File: config.mk
export PLATFORM = sky130hd
export DESIGN_NAME = clock_mode_controller
export DESIGN_NICKNAME = d
export VERILOG_FILES = /design/src/rtl/clock_mode_controller.sv
export SDC_FILE = /design/constraint.sdc
export NUM_CORES = 1
export LEC_CHECK = 0
export ABC_AREA = 1
export CAP_MARGIN = 15
export CORE_MARGIN = 2
export CORE_UTILIZATION = 55
export CTS_BUF_LIST = sky130_fd_sc_hd__clkbuf_4 sky130_fd_sc_hd__clkbuf_8
export DETAILED_ROUTE_END_ITERATION = 7
export PLACE_DENSITY_LB_ADDON = 0.05
export SLEW_MARGIN = 20
export SYNTH_ARGS = -nofsm -noshare
export SYNTH_HDL_FRONTEND = slang
export SYNTH_SLANG_ARGS = --single-unit
File: constraint.sdc
create_clock -name CP -period 2 [get_ports CP]
set_clock_uncertainty 0.1 [all_clocks]
set_input_delay 0.2 -clock CP [delete_from_list [all_inputs] [get_ports CP]]
set_output_delay 0.2 -clock CP [all_outputs]
set_load 0.01 [all_outputs]
File: src/rtl/clock_mode_controller.sv
// Mode/set sequencer for the digital clock: key sync, mode FSM, blink masks and adjust pulses.
// Define AUTO_REPEAT_EN to enable auto-repeat of KeyAdj while held in a SET state.
module clock_mode_controller #(
  parameter int unsigned TIMEOUT_S   = 10,
  parameter int unsigned REPEAT_DLY  = 12000000,
  parameter int unsigned REPEAT_RATE = 3000000
) (
  input  logic       CP,
  input  logic       CR,
  input  logic       Tick1Hz,
  input  logic       KeyMode,
  input  logic       KeyAdj,
  output logic       SwitchMHToS,
  output logic       DisplayA,
  output logic       AdjHour,
  output logic       AdjMinutes,
  output logic       AdjAHour,
  output logic       AdjAMinutes,
  output logic       BlankHi,
  output logic       BlankLo,
  output logic [2:0] Mode
);

  if (TIMEOUT_S < 1 || TIMEOUT_S > 255 || REPEAT_DLY < 1 || REPEAT_RATE < 1 ||
      REPEAT_DLY > 24'hFFFFFF || REPEAT_RATE > 24'hFFFFFF) begin : gen_bad_param
    $error("clock_mode_controller: parameter out of range");
  end

  typedef enum logic [2:0] {
    StRunHm, StRunMs, StAlarmView, StSetHour, StSetMin, StSetAhour, StSetAmin, StBad
  } state_e;

  localparam logic [7:0] TimeoutLim = 8'(TIMEOUT_S);

  state_e     state_q, state_d;
  logic [1:0] mode_sync_q, adj_sync_q;
  logic       mode_dly_q, adj_dly_q;
  logic [7:0] tcnt_q, tcnt_d;
  logic       blink_q, blink_d;
  logic       mode_edge, adj_edge, in_set, press, rpt_due, fire;
  logic       sw_d, disp_a_d, blank_hi_d, blank_lo_d;
  logic [3:0] adj_d;

  assign mode_edge = mode_sync_q[1] & ~mode_dly_q;
  assign adj_edge  = adj_sync_q[1] & ~adj_dly_q;
  assign in_set    = state_q inside {StSetHour, StSetMin, StSetAhour, StSetAmin};
  // A mode edge always wins over any adjust pulse in the same cycle.
  assign press     = adj_edge & ~mode_edge & in_set;
  assign fire      = press | (rpt_due & ~mode_edge & in_set);

  always_comb begin
    state_d = state_q;
    tcnt_d  = tcnt_q;
    if (mode_edge) begin
      case (state_q)
        StRunHm:     state_d = StRunMs;
        StRunMs:     state_d = StAlarmView;
        StAlarmView: state_d = StSetHour;
        StSetHour:   state_d = StSetMin;
        StSetMin:    state_d = StSetAhour;
        StSetAhour:  state_d = StSetAmin;
        default:     state_d = StRunHm;
      endcase
    end else if (state_q == StBad) begin
      state_d = StRunHm;
    end else if (!fire && Tick1Hz && state_q != StRunHm) begin
      if (tcnt_q + 8'd1 == TimeoutLim) begin
        state_d = StRunHm;
      end else begin
        tcnt_d = tcnt_q + 8'd1;
      end
    end
    if (fire || state_d != state_q) begin
      tcnt_d = '0;
    end
  end

  always_comb begin
    blink_d = blink_q;
    if (fire || (state_d != state_q &&
                 state_d inside {StSetHour, StSetMin, StSetAhour, StSetAmin})) begin
      blink_d = 1'b0;
    end else if (Tick1Hz) begin
      blink_d = ~blink_q;
    end
    sw_d       = (state_d == StRunMs);
    disp_a_d   = state_d inside {StAlarmView, StSetAhour, StSetAmin};
    blank_hi_d = blink_d & (state_d inside {StSetHour, StSetAhour});
    blank_lo_d = blink_d & (state_d inside {StSetMin, StSetAmin});
    adj_d      = '0;
    if (fire) begin
      case (state_q)
        StSetHour:  adj_d = 4'b1000;
        StSetMin:   adj_d = 4'b0100;
        StSetAhour: adj_d = 4'b0010;
        StSetAmin:  adj_d = 4'b0001;
        default:    adj_d = 4'b0000;
      endcase
    end
  end

  always_ff @(posedge CP or posedge CR) begin
    if (CR) begin
      state_q     <= StRunHm;
      mode_sync_q <= '0;
      adj_sync_q  <= '0;
      mode_dly_q  <= 1'b0;
      adj_dly_q   <= 1'b0;
      tcnt_q      <= '0;
      blink_q     <= 1'b0;
      SwitchMHToS <= 1'b0;
      DisplayA    <= 1'b0;
      BlankHi     <= 1'b0;
      BlankLo     <= 1'b0;
      {AdjHour, AdjMinutes, AdjAHour, AdjAMinutes} <= '0;
    end else begin
      state_q     <= state_d;
      mode_sync_q <= {mode_sync_q[0], KeyMode};
      adj_sync_q  <= {adj_sync_q[0], KeyAdj};
      mode_dly_q  <= mode_sync_q[1];
      adj_dly_q   <= adj_sync_q[1];
      tcnt_q      <= tcnt_d;
      blink_q     <= blink_d;
      SwitchMHToS <= sw_d;
      DisplayA    <= disp_a_d;
      BlankHi     <= blank_hi_d;
      BlankLo     <= blank_lo_d;
      {AdjHour, AdjMinutes, AdjAHour, AdjAMinutes} <= adj_d;
    end
  end

  assign Mode = state_q;

`ifdef AUTO_REPEAT_EN
  localparam logic [23:0] DlyLim  = 24'(REPEAT_DLY);
  localparam logic [23:0] RateLim = 24'(REPEAT_RATE);

  logic [23:0] rpt_cnt_q, rpt_cnt_d;
  logic        rpt_on_q, rpt_on_d, rpt_first_q, rpt_first_d;

  // rpt_cnt_q holds cycles elapsed since the last pulse (press or repeat).
  assign rpt_due = rpt_on_q & adj_sync_q[1] &
                   (rpt_cnt_q == (rpt_first_q ? DlyLim : RateLim));

  always_comb begin
    rpt_on_d    = rpt_on_q;
    rpt_first_d = rpt_first_q;
    rpt_cnt_d   = rpt_cnt_q;
    if (press) begin
      rpt_on_d    = 1'b1;
      rpt_first_d = 1'b1;
      rpt_cnt_d   = 24'd1;
    end else if (!rpt_on_q || !adj_sync_q[1] || mode_edge || state_d != state_q) begin
      rpt_on_d    = 1'b0;
      rpt_first_d = 1'b0;
      rpt_cnt_d   = '0;
    end else if (fire) begin
      rpt_first_d = 1'b0;
      rpt_cnt_d   = 24'd1;
    end else begin
      rpt_cnt_d   = rpt_cnt_q + 24'd1;
    end
  end

  always_ff @(posedge CP or posedge CR) begin
    if (CR) begin
      rpt_on_q    <= 1'b0;
      rpt_first_q <= 1'b0;
      rpt_cnt_q   <= '0;
    end else begin
      rpt_on_q    <= rpt_on_d;
      rpt_first_q <= rpt_first_d;
      rpt_cnt_q   <= rpt_cnt_d;
    end
  end
`else
  assign rpt_due = 1'b0;
`endif

endmodule

==> metrics, run 1 <==
pwr dens=1080 nW/um^2; clock slew at reported path FFs=0.13 ns; Crit. End Element=flip-flop; Final Setup Violations=0; Max-Cap Viols=0; P_leak=between 0.7 and 0.8 nW; row cnt=17; NetSw=0.645 mW; max-slew violations=0; Startpoint Class=flip-flop; layout cells sized above 1=between 20% and 30%; Power, Total=1.70 mW; Crit. Startpoint=tcnt_q[1]$_DFFE_PP0P_; DR vias=between 1000 and 1500; Chip Height=51.4 um; post-synthesis sequential area ratio=between 50% and 60%; ranking of synthesized cells by area=dfrtp_1 (53%), nand2_1 (11%), inv_1 (7.6%), nand2_2 (4.1%), nand3_1 (4.1%); RSZ-0062 raised after global routing=yes; Internal Dissipation=1.05 mW; P&R area growth vs syn=27.4%; crit-path max FO=8; final instance area=1570 sq um; GRT Total Usage=19.8%; share of power burned in registers=between 40% and 50%; final net count=179; Slew HR=79.1%; final core utilization=72.4%; Placed Area=1440 sq um; dpl ws=0.0174 ns; status=completed; Yosys Warn Count=0; Least-Margin Pin Slew=about 0.31 ns; Antenna Nets Post-Route=0; #FFs+latches synth=26; global-route wire length before repair=3.84 mm; setup TNS=0 ns; number of global-route vias before repair=953; WHS=0.124 ns; DRT iter0 DRCs=23; Cells after DPL=approximately 190; Critical Path RT=2.16 ns; TritonCTS Sinks=26; syn avg cell area=8.34 sq um; Critical path destination=tcnt_q[6]$_DFFE_PP0P_; FILL cells=172; logic gate share of total power=42.2%; routability congestion estimate=0.862; Gate Count Post-Synth=roughly 150; Clk pwr share=15.4%; # diodes=0; Synth top area share=52.7%; number of port buffers=15; area occupied by multi-input gates=roughly 550 sq um; CP dominant cell by count=nand2_1; worst skew pair latency=between 0.3 and 0.4 ns; Hold Path Class=input pin to asynchronous set/reset pin; Sw Share=a little under two fifths; VDD IR max=944 uV; fin crit share=94.9%; fin cells=199; DRT Wirelength=2.32 mm; r2r startpoint=tcnt_q[1]$_DFFE_PP0P_; largest net degree at the start of global routing=27; clock buffer depth=2; register area=653 sq um; Ports=16; R2R cell count=11; Die Wd=51.4 um; CORE AREA=~2200 sq um; # DRC=0; syn nets=about 160; Initial Util=a little under three fifths; Vias/cell=slightly above 5; post-DP HPWL=1.68 mm; crit path cell chain=buf_6, nand2_2, nor2_4, nand3_1, nand2_1, nand2_1, nand4_4, nand2_1, inv_1, nand3_2, o21ai_1; CP max-delay cell=dfrtp_1; remaining global-route overflow=0; critical path data arrival time=2.06 ns; CP Class=flip-flop to flip-flop; fin crit period=roughly 1.9 ns; die area=2640 sq um; area leader, netlist=dfrtp_1; root cell of the clock tree=clkbuf_4; Worst R2R Setup Slack=0.10 ns; Final Hold Vio Count=0; Detailed Routing Iterations Pass 1=4; Netlist cell types=22; synthesized area=roughly 1200 sq um; H-tree depth=1; Crit Reg-Reg Endpoint=tcnt_q[6]$_DFFE_PP0P_; f_max=527 MHz; initial antenna violation count=0; worst setup margin=between 0.1 and 0.15 ns; Routed WL per cell=roughly 12 um; CTS tree=done; critical path's largest stage delay=0.44 ns; cts bufs inserted=3
-- power groups by stage --
stage                     combinational, mW  clock [mW]  sequential (mW)
final                                 0.717       0.261            0.722
after global routing                  0.806       0.283            0.732
after CTS                             0.664       0.270            0.705
after detailed placement              0.626           0            0.726
after global placement                0.616           0            0.718
after floorplan                       0.378           0            0.733
-- sequential cells by signal (all words and copies together) (netlist names) --
name         count
mode_sync_q      2
BlankHi          1
blink_q          1
adj_sync_q       2
adj_dly_q        1
BlankLo          1
Mode             3
AdjAMinutes      1
DisplayA         1
mode_dly_q       1
AdjHour          1
SwitchMHToS      1
AdjMinutes       1
AdjAHour         1
tcnt_q           8
-- metal layers --
metal / up-vias / track usage (%) / wire length [um]
met5: - / 0 / 0
met4: 0 / 11.8 / 53
met3: 5 / 1.75 / 50
met2: 18 / 34.8 / 1180
met1: 482 / 23.3 / 1040
li1: 511 / - / -
-- worst min-delay path by stage --
| stage | startpoint | endpoint | slack [ns] | cells past startpoint |
|---|---|---|---|---|
| 6_report | CR | Mode[1]$_DFF_PP0_ | 0.12 | 3 |
| 5_1_grt | CR | tcnt_q[4]$_DFFE_PP0P_ | 0.14 | 3 |
| 4_1_cts | CR | tcnt_q[4]$_DFFE_PP0P_ | 0.13 | 3 |
| 3_5_place_dp | adj_sync_q[0]$_DFF_PP0_ | adj_sync_q[1]$_DFF_PP0_ | 0.24 | 0 |
| 3_3_place_gp | mode_sync_q[0]$_DFF_PP0_ | mode_sync_q[1]$_DFF_PP0_ | 0.24 | 0 |
| 2_1_floorplan | KeyAdj | adj_sync_q[0]$_DFF_PP0_ | 0.13 | 0 |
-- repair_timing --
item	4_1_cts	5_1_grt
setup buffers	2	0
pin swaps	0	5
hold buffers	0	0
gates resized for setup	0	20
endpoints found under the setup margin	2	13
-- Yosys cell counts --
cell type and instances:
o21ai_1 6, nand2_1 37, xnor2_1 1, nand3b_1 1, nand3_1 10, nand2_2 8, nor2_2 2, o21ai_0 1
nor4_1 1, nor2_4 1, nand3_2 1, nor2_1 10, inv_1 25, ha_1 2, nand4_2 1, o22ai_1 3
nand4_1 4, dfrtp_1 26, inv_2 2, buf_2 1, nor3b_1 1, nor3_1 4
-- layout by cell type (no fill, tap or decap), drive strengths merged --
master         netlist  layout
o21ai                7       7
nand4                5       5
nor3b                1       1
nand2               45      45
inv                 27      27
nand3b               1       1
nor4                 1       1
dfrtp               26      26
o22ai                3       3
clkbuf               0       4
buf                  1       5
nor3                 4       4
xnor2                1       1
nor2                13      13
nand3               11      11
clkdlybuf4s50        0      15
ha                   2       2
-- cell type report --
type	count	area share, %
Timing Repair Buffer	20	12.2
Clock buffer	4	2.31
Sequential cell	26	41.6
Inverter	27	6.45
Tap cell	28	2.23
Multi-Input combinational cell	94	35.3
-- cells by family (layout without fill, tap and decap cells) --
group                    Yosys count  count (layout)  share of synthesized area (%)
adder cells (fa/ha/maj)            2               2                           2.03
AO/OA/AOI/OAI                     10              10                           4.36
buffers and inverters             28              51                           8.62
flip-flops                        26              26                           52.7
AND/OR/NAND/NOR                   81              81                           31.5
XOR/XNOR                           1               1                          0.710
-- worst max-delay path: cells and delay by family (launching register included) --
kind | cells | cell delay [ns]
compound gates | 1 | 0.18
buf+inv | 2 | 0.22
flops | 1 | 0.44
simple gates | 8 | 0.88
(Power assumes the default switching activity.)
==> run 2, diff against run 1 <==
- SLEW_MARGIN: 20 -> not set
==> results of run 2 <==
No change in the layout: final DEF, timing and power equal those of run 1.
